## src/rtl/softmax_pkg.sv

```systemverilog
// Shared softmax definitions: default widths and output-writer FSM encoding.
package softmax_pkg;

  localparam int DATAWIDTH_DEF = 16;
  localparam int NUM_DEF       = 2;
  localparam int ADDRSIZE_DEF  = 8;
  localparam int WORD_W_DEF    = DATAWIDTH_DEF * NUM_DEF;

  localparam logic [2:0] ST_IDLE  = 3'd0;
  localparam logic [2:0] ST_ARMED = 3'd1;
  localparam logic [2:0] ST_RUN   = 3'd2;
  localparam logic [2:0] ST_DRAIN = 3'd3;
  localparam logic [2:0] ST_DONE  = 3'd4;

  typedef enum logic [2:0] {
    S_IDLE  = ST_IDLE,
    S_ARMED = ST_ARMED,
    S_RUN   = ST_RUN,
    S_DRAIN = ST_DRAIN,
    S_DONE  = ST_DONE
  } wr_state_e;

endpackage

```

## src/rtl/softmax_out_fifo.sv

```systemverilog
// Small synchronous staging FIFO with flush; head word is read straight from storage.
module softmax_out_fifo #(
  parameter int WIDTH = 32,
  parameter int DEPTH = 4
) (
  input  logic                       clk,
  input  logic                       reset,
  input  logic                       flush,
  input  logic                       push,
  input  logic [WIDTH-1:0]           din,
  input  logic                       pop,
  output logic [WIDTH-1:0]           dout,
  output logic                       full,
  output logic                       empty,
  output logic [$clog2(DEPTH+1)-1:0] count
);
  localparam int AW = $clog2(DEPTH);
  localparam int CW = $clog2(DEPTH + 1);

  logic [WIDTH-1:0] mem_q [DEPTH];
  logic [AW-1:0]    rd_q, wr_q;
  logic [CW-1:0]    cnt_q;
  logic             do_push, do_pop;

  assign full    = (cnt_q == CW'(DEPTH));
  assign empty   = (cnt_q == '0);
  assign count   = cnt_q;
  assign dout    = mem_q[rd_q];
  assign do_pop  = pop && !empty;
  // a pop in the same cycle frees the slot, so a push into a full FIFO is still taken
  assign do_push = push && (!full || do_pop);

  always_ff @(posedge clk or posedge reset) begin
    if (reset) begin
      rd_q  <= '0;
      wr_q  <= '0;
      cnt_q <= '0;
    end else if (flush) begin
      rd_q  <= '0;
      wr_q  <= '0;
      cnt_q <= '0;
    end else begin
      if (do_push) wr_q <= wr_q + AW'(1);
      if (do_pop)  rd_q <= rd_q + AW'(1);
      cnt_q <= cnt_q + CW'(do_push) - CW'(do_pop);
    end
  end

  always_ff @(posedge clk) begin
    if (do_push && !flush) mem_q[wr_q] <= din;
  end

endmodule

```

## src/rtl/softmax_out_writer.sv

```systemverilog
// Packs softmax lane pairs into words and writes them to output memory from a base address.
// Optional checksum output enabled by defining SOFTMAX_OUT_CSUM_EN.
module softmax_out_writer
  import softmax_pkg::*;
#(
  parameter int DATAWIDTH  = DATAWIDTH_DEF,
  parameter int NUM        = NUM_DEF,
  parameter int ADDRSIZE   = ADDRSIZE_DEF,
  parameter int FIFO_DEPTH = 4
) (
  input  logic                      clk,
  input  logic                      reset,
  input  logic                      init,
  input  logic [ADDRSIZE-1:0]       base_addr,
  input  logic [ADDRSIZE-1:0]       frame_len,
  input  logic                      in_valid,
  input  logic [DATAWIDTH-1:0]      in_data0,
  input  logic [DATAWIDTH-1:0]      in_data1,
  output logic                      mem_wr_en,
  output logic [ADDRSIZE-1:0]       mem_wr_addr,
  output logic [DATAWIDTH*NUM-1:0]  mem_wr_data,
  input  logic                      mem_wr_ready,
  output logic                      busy,
  output logic                      wr_done,
`ifdef SOFTMAX_OUT_CSUM_EN
  output logic [DATAWIDTH*NUM-1:0]  csum,
`endif
  output logic                      overflow
);
  localparam int WORD_W = DATAWIDTH * NUM;
  localparam int CW     = $clog2(FIFO_DEPTH + 1);

  wr_state_e             state_q, state_d;
  logic [ADDRSIZE-1:0]   wr_ptr_q, wr_ptr_d;
  logic [ADDRSIZE-1:0]   remaining_q, remaining_d;
  logic [ADDRSIZE-1:0]   in_cnt_q, in_cnt_d;
  logic [ADDRSIZE-1:0]   len_q, len_d;
  logic                  overflow_q, overflow_d;

  logic                  hs, in_window, all_in, beat_ok, fin;
  logic                  fifo_full, fifo_empty;
  logic [CW-1:0]         fifo_count;
  logic [WORD_W-1:0]     fifo_head, in_word;

  assign in_word = {in_data1, in_data0};

  softmax_out_fifo #(.WIDTH(WORD_W), .DEPTH(FIFO_DEPTH)) u_fifo (
    .clk   (clk),
    .reset (reset),
    .flush (init),
    .push  (beat_ok),
    .din   (in_word),
    .pop   (hs),
    .dout  (fifo_head),
    .full  (fifo_full),
    .empty (fifo_empty),
    .count (fifo_count)
  );

  assign mem_wr_en   = !fifo_empty;
  assign mem_wr_addr = wr_ptr_q;
  assign mem_wr_data = fifo_empty ? '0 : fifo_head;
  assign hs          = mem_wr_en && mem_wr_ready;
  assign busy        = (state_q == S_ARMED) || (state_q == S_RUN) || (state_q == S_DRAIN);
  assign wr_done     = (state_q == S_DONE);
  assign overflow    = overflow_q;

  always_comb begin
    in_window   = (state_q == S_ARMED) || (state_q == S_RUN);
    all_in      = (in_cnt_q == len_q);
    beat_ok     = in_valid && in_window && !all_in && !init;
    wr_ptr_d    = wr_ptr_q;
    remaining_d = remaining_q;
    in_cnt_d    = in_cnt_q;
    len_d       = len_q;
    overflow_d  = overflow_q;
    if (init) begin
      wr_ptr_d    = base_addr;
      remaining_d = frame_len;
      in_cnt_d    = '0;
      len_d       = frame_len;
      overflow_d  = 1'b0;
    end else begin
      if (hs) begin
        wr_ptr_d    = wr_ptr_q + ADDRSIZE'(1);
        remaining_d = remaining_q - ADDRSIZE'(1);
      end
      if (beat_ok) in_cnt_d = in_cnt_q + ADDRSIZE'(1);
      if (beat_ok && fifo_full && !hs) overflow_d = 1'b1;
    end
    // after an overflow the dropped beats never reach memory, so remaining may stay nonzero
    fin = (fifo_empty || (fifo_count == CW'(1) && hs)) &&
          ((remaining_d == '0) || overflow_q);
  end

  always_comb begin
    state_d = state_q;
    if (init) begin
      state_d = S_ARMED;
    end else begin
      unique case (state_q)
        S_IDLE:  state_d = S_IDLE;
        S_ARMED: if (in_valid) state_d = S_RUN;
        S_RUN:   if (all_in) state_d = fin ? S_DONE : S_DRAIN;
        S_DRAIN: if (fin) state_d = S_DONE;
        S_DONE:  state_d = S_IDLE;
        default: state_d = S_IDLE;
      endcase
    end
  end

  always_ff @(posedge clk or posedge reset) begin
    if (reset) begin
      state_q     <= S_IDLE;
      wr_ptr_q    <= '0;
      remaining_q <= '0;
      in_cnt_q    <= '0;
      len_q       <= '0;
      overflow_q  <= 1'b0;
    end else begin
      state_q     <= state_d;
      wr_ptr_q    <= wr_ptr_d;
      remaining_q <= remaining_d;
      in_cnt_q    <= in_cnt_d;
      len_q       <= len_d;
      overflow_q  <= overflow_d;
    end
  end

`ifdef SOFTMAX_OUT_CSUM_EN
  logic [WORD_W-1:0] csum_q;

  always_ff @(posedge clk or posedge reset) begin
    if (reset)     csum_q <= '0;
    else if (init) csum_q <= '0;
    else if (hs)   csum_q <= csum_q ^ mem_wr_data;
  end

  assign csum = csum_q;
`endif

endmodule
```

## config.mk

```make
export PLATFORM = sky130hd
export DESIGN_NAME = softmax_out_writer
export DESIGN_NICKNAME = d
export VERILOG_FILES = /design/src/rtl/softmax_pkg.sv /design/src/rtl/softmax_out_fifo.sv /design/src/rtl/softmax_out_writer.sv
export SDC_FILE = /design/constraint.sdc
export NUM_CORES = 1
export LEC_CHECK = 0
export ABC_AREA = 1
export ABC_CLOCK_PERIOD_IN_PS = 4300
export BUFFER_PORTS_ARGS = -buffer_cell sky130_fd_sc_hd__buf_2
export CORE_MARGIN = 2
export CORE_UTILIZATION = 40
export DETAILED_ROUTE_END_ITERATION = 6
export GPL_ROUTABILITY_DRIVEN = 0
export HOLD_SLACK_MARGIN = 0.06
export PLACE_DENSITY = 0.56
export SLEW_MARGIN = 10
export SYNTH_ARGS = -nofsm -noshare
export SYNTH_HDL_FRONTEND = slang
export SYNTH_SLANG_ARGS = --single-unit
export TNS_END_PERCENT = 5
```

## constraint.sdc

```tcl
create_clock -name clk -period 4.3 [get_ports clk]
set_input_delay 0.645 -clock clk [delete_from_list [all_inputs] [get_ports clk]]
set_output_delay 0.645 -clock clk [all_outputs]
set_load 0.01 [all_outputs]
```

==> results.sh <==
export IMPL_ys_seq_elements=171
export IMPL_insertion_delay_ns=0.42
export IMPL_grt_pass1_vias=5275
export IMPL_p_clk_frac=0.300
export IMPL_fin_tns_setup_ns=0
export IMPL_crit_fanout=20
export IMPL_cp_slowest_cell="inv_1"
export IMPL_fin_worst_skew_ns=0.00917
export IMPL_cts_resized=0
export IMPL_cp_top_family="buffers and inverters"
export IMPL_clockBufferDepth=2
export IMPL_die_area_um2=19700
export IMPL_relSlewSlack=0.222
export IMPL_p_leak_nw=3.52
export IMPL_cts_hold_buf=0
export IMPL_timing_final_crit_share=0.702
export IMPL_grt_max_degree=66
export IMPL_dpl_hpwl_um=10400
export IMPL_dr_pass1_iters=4
export IMPL_area_growth_pct=17.5
export IMPL_yosysSeqAreaShare=0.661
export IMPL_outcome="finished clean"
export IMPL_finalMaxSlewViolations=0
export IMPL_critPathMaxStageDelay_ns=0.64
export IMPL_synth_net_count=761
export IMPL_cts_tree="built"
export IMPL_vias=5173
export IMPL_grt_pass1_wl_um=26600
export IMPL_final_hold_violation_count=0
export IMPL_synth_cell_types=36
export IMPL_rr_startpoint="state_q[1]"
export IMPL_post_cts_repair_setup_buffers=0
export IMPL_regArea_um2=4920
export IMPL_p_switching_mw=1.70
export IMPL_antenna_found_initial=2
export IMPL_cp_start_kind="register"
export IMPL_yosys_warnings=0
export IMPL_rr_worst_depth=10
export IMPL_max_cap_viol_count=0
export IMPL_htreeDepth=4
export IMPL_hp_class="input port to asynchronous set/reset pin"
export IMPL_critPathRequiredTime_ns=3.65
export IMPL_power_internal_mw=3.27
export IMPL_rsz0062_at_grt="no"
export IMPL_drt_iter0_markers=338
export IMPL_numPortBuffers=96
export IMPL_critPathLaunch="u_fifo.count[2]"
export IMPL_worstMarginPinSlew_ns=1.17
export IMPL_worst_r2r_setup_slack_ns=1.44
export IMPL_num_nets_final=853
export IMPL_synth_area_per_cell_um2=10.7
export IMPL_criticalPathCategory="register to output pin"
export IMPL_post_route_min_period_ns=3.02
export IMPL_crit_buf_inv=3
export IMPL_share_comb_of_total_power=0.295
export IMPL_die_h_um=140
export IMPL_r2r_end="u_fifo.mem_q[0][10]"
export IMPL_finalSetupViolCount=0
export IMPL_syn_cell_area_um2=7440
export IMPL_pin_count=97
export IMPL_grt_total_usage=0.173
export IMPL_die_w_um=140
export IMPL_cts_root_buf="clkbuf_16"
export IMPL_num_rows=49
export IMPL_pre_cts_ws_ns=1.25
export IMPL_antenna_left=0
export IMPL_pwr_share_seq=0.404
export IMPL_synthCells=698
export IMPL_numCtsBuffers=17
export IMPL_peakVddDrop_mv=0.332
export IMPL_critPathArrivalTime_ns=2.38
export IMPL_power_share_switching=0.341
export IMPL_drive_gt1_frac=0.200
export IMPL_routed_via_density=5.01
export IMPL_power_density_nw_per_um2=569
export IMPL_postRouteWirelength_um=16400
export IMPL_timing_fmax_mhz=331
export IMPL_fin_ws_ns=1.28
export IMPL_wire_per_inst_um=15.9
export IMPL_grt_overflow_total=0
export IMPL_drc=0
export IMPL_multiInputGateArea_um2=2190
export IMPL_fill_cells=1631
export IMPL_clkTransAtPathRegs_ns=0.07
export IMPL_worstPathCellList="nor2_2 > nand2_4 > inv_1 > buf_4 > a21oi_1 > buf_2"
export IMPL_fp_coreArea_um2=18100
export IMPL_cts_sinks=171
export IMPL_initial_core_util=0.411
export IMPL_end_kind="output pin"
==> power groups by stage <==
| stage | combinational [mW] | clock [mW] | sequential (mW) |
|---|---|---|---|
| 2_1_floorplan | 0.930 | 0 | 2.04 |
| 3_3_place_gp | 1.45 | 0 | 2.04 |
| 3_5_place_dp | 1.49 | 0 | 2.04 |
| 4_1_cts | 1.49 | 1.52 | 2.01 |
| 5_1_grt | 1.64 | 1.58 | 2.03 |
| 6_report | 1.47 | 1.49 | 2.01 |
==> worst min-delay path: cells and delay by family <==
family | cells | cell delay (ns)
buffers and inverters | 3 | 0.60
==> routing by layer <==
metal	vias to the layer above	GRT usage	part of all wire	wire length [um]
li1	2549	-	-	-
met1	2480	0.227	0.47	7640
met2	121	0.281	0.47	7790
met3	23	0.0345	0.038	628
met4	0	0.0718	0.022	353
met5	-	0	0	0
==> cell usage in the layout (no fill, tap or decap), types with 4 or more instances in the layout <==
cell       synthesis  final
nand3_1           18     18
dfrtp_1           43     42
edfxtp_1         128    128
nor3_1             7      7
nand4_1            4      4
nand3_2            4      4
o21ai_0           78     78
nor2_4             1      5
nor2_1           165    161
nand2_1           67     67
a21oi_1           44     44
ha_1               9      9
inv_1             53     52
clkbuf_16          0     17
buf_4              2      6
nand2_2           10     10
inv_6              0      4
xor2_1            11     11
buf_2              0     96
clkinv_4           0      4
==> cell type report <==
| cell class | count | share of cell area |
|---|---|---|
| clock inverter | 12 | 0.0160 |
| timing repair buffer | 103 | 0.0624 |
| antenna | 2 | 0.000573 |
| multi-input combinational | 441 | 0.251 |
| clock buffer | 19 | 0.0495 |
| inverter | 56 | 0.0249 |
| sequential | 171 | 0.563 |
| tap | 229 | 0.0328 |
==> sequential cells by signal (all words and copies together) (netlist names) <==
| name | count |
|---|---|
| u_fifo.mem_q | 128 |
| remaining_q | 8 |
| in_cnt_q | 8 |
| u_fifo.wr_q | 2 |
| overflow | 1 |
| state_q | 3 |
| u_fifo.rd_q | 2 |
| len_q | 8 |
| u_fifo.count | 3 |
| mem_wr_addr | 8 |
==> stage by stage <==
stage / cells / power [mW] / instance area (um^2) / hold WS [ns] / utilization
global placement: 1000 / 3.49 / 8160 / 0.475 / 0.451
global route: 1032 / 5.25 / 8740 / 0.423 / 0.483
floorplan: 698 / 2.97 / 7440 / 0.461 / -
finish: 1033 / 4.97 / 8740 / 0.363 / 0.483
CTS: 1031 / 5.02 / 8730 / 0.371 / 0.483
detailed placement: 1000 / 3.53 / 8160 / 0.487 / 0.451
==> cell usage after synthesis <==
cell type,number,area [um^2]
nor2_1,165,619
edfxtp_1,128,3840
o21ai_0,78,390
nand2_1,67,251
inv_1,53,199
a21oi_1,44,220
dfrtp_1,43,1080
clkbuf_1,19,71.3
nand3_1,18,90.1
xor2_1,11,96.3
nand2_2,10,62.6
ha_1,9,113
nor3_1,7,35.0
buf_1,6,22.5
nand3_2,4,40.0
nand4_1,4,25.0
buf_6,3,33.8
o21ai_1,3,15.0
o221ai_1,3,26.3
o22ai_1,3,18.8
a21boi_1,2,15.0
buf_4,2,15.0
inv_2,2,7.51
o211ai_1,2,15.0
a21oi_4,1,16.3
a22o_1,1,8.76
a22oi_1,1,7.51
fa_1,1,20.0
inv_8,1,11.3
nand2_4,1,11.3
nand2_8,1,20.0
nor2_2,1,6.26
nor2_4,1,11.3
nor3_2,1,10.0
nor3b_1,1,7.51
xnor2_1,1,8.76
==> logic make-up after synthesis <==
family,share of synthesized area
xor+xnor,0.0141
simple gates,0.160
buf+inv,0.0484
flops,0.661
compound gates,0.0985
fa+ha+maj,0.0178
==> how the worst max path moves through the flow <==
stage | cells past startpoint | slack (ns) | end
after floorplan | 7 | 1.10 | u_fifo.mem_q[0][0]
final | 6 | 1.28 | mem_wr_data[10]
after global routing | 5 | 1.11 | mem_wr_data[11]
after CTS | 6 | 1.21 | mem_wr_data[4]
after global placement | 8 | 1.31 | u_fifo.mem_q[0][19]
after detailed placement | 8 | 1.25 | u_fifo.mem_q[0][14]
No activity file was read; power rests on OpenSTA's default activity.
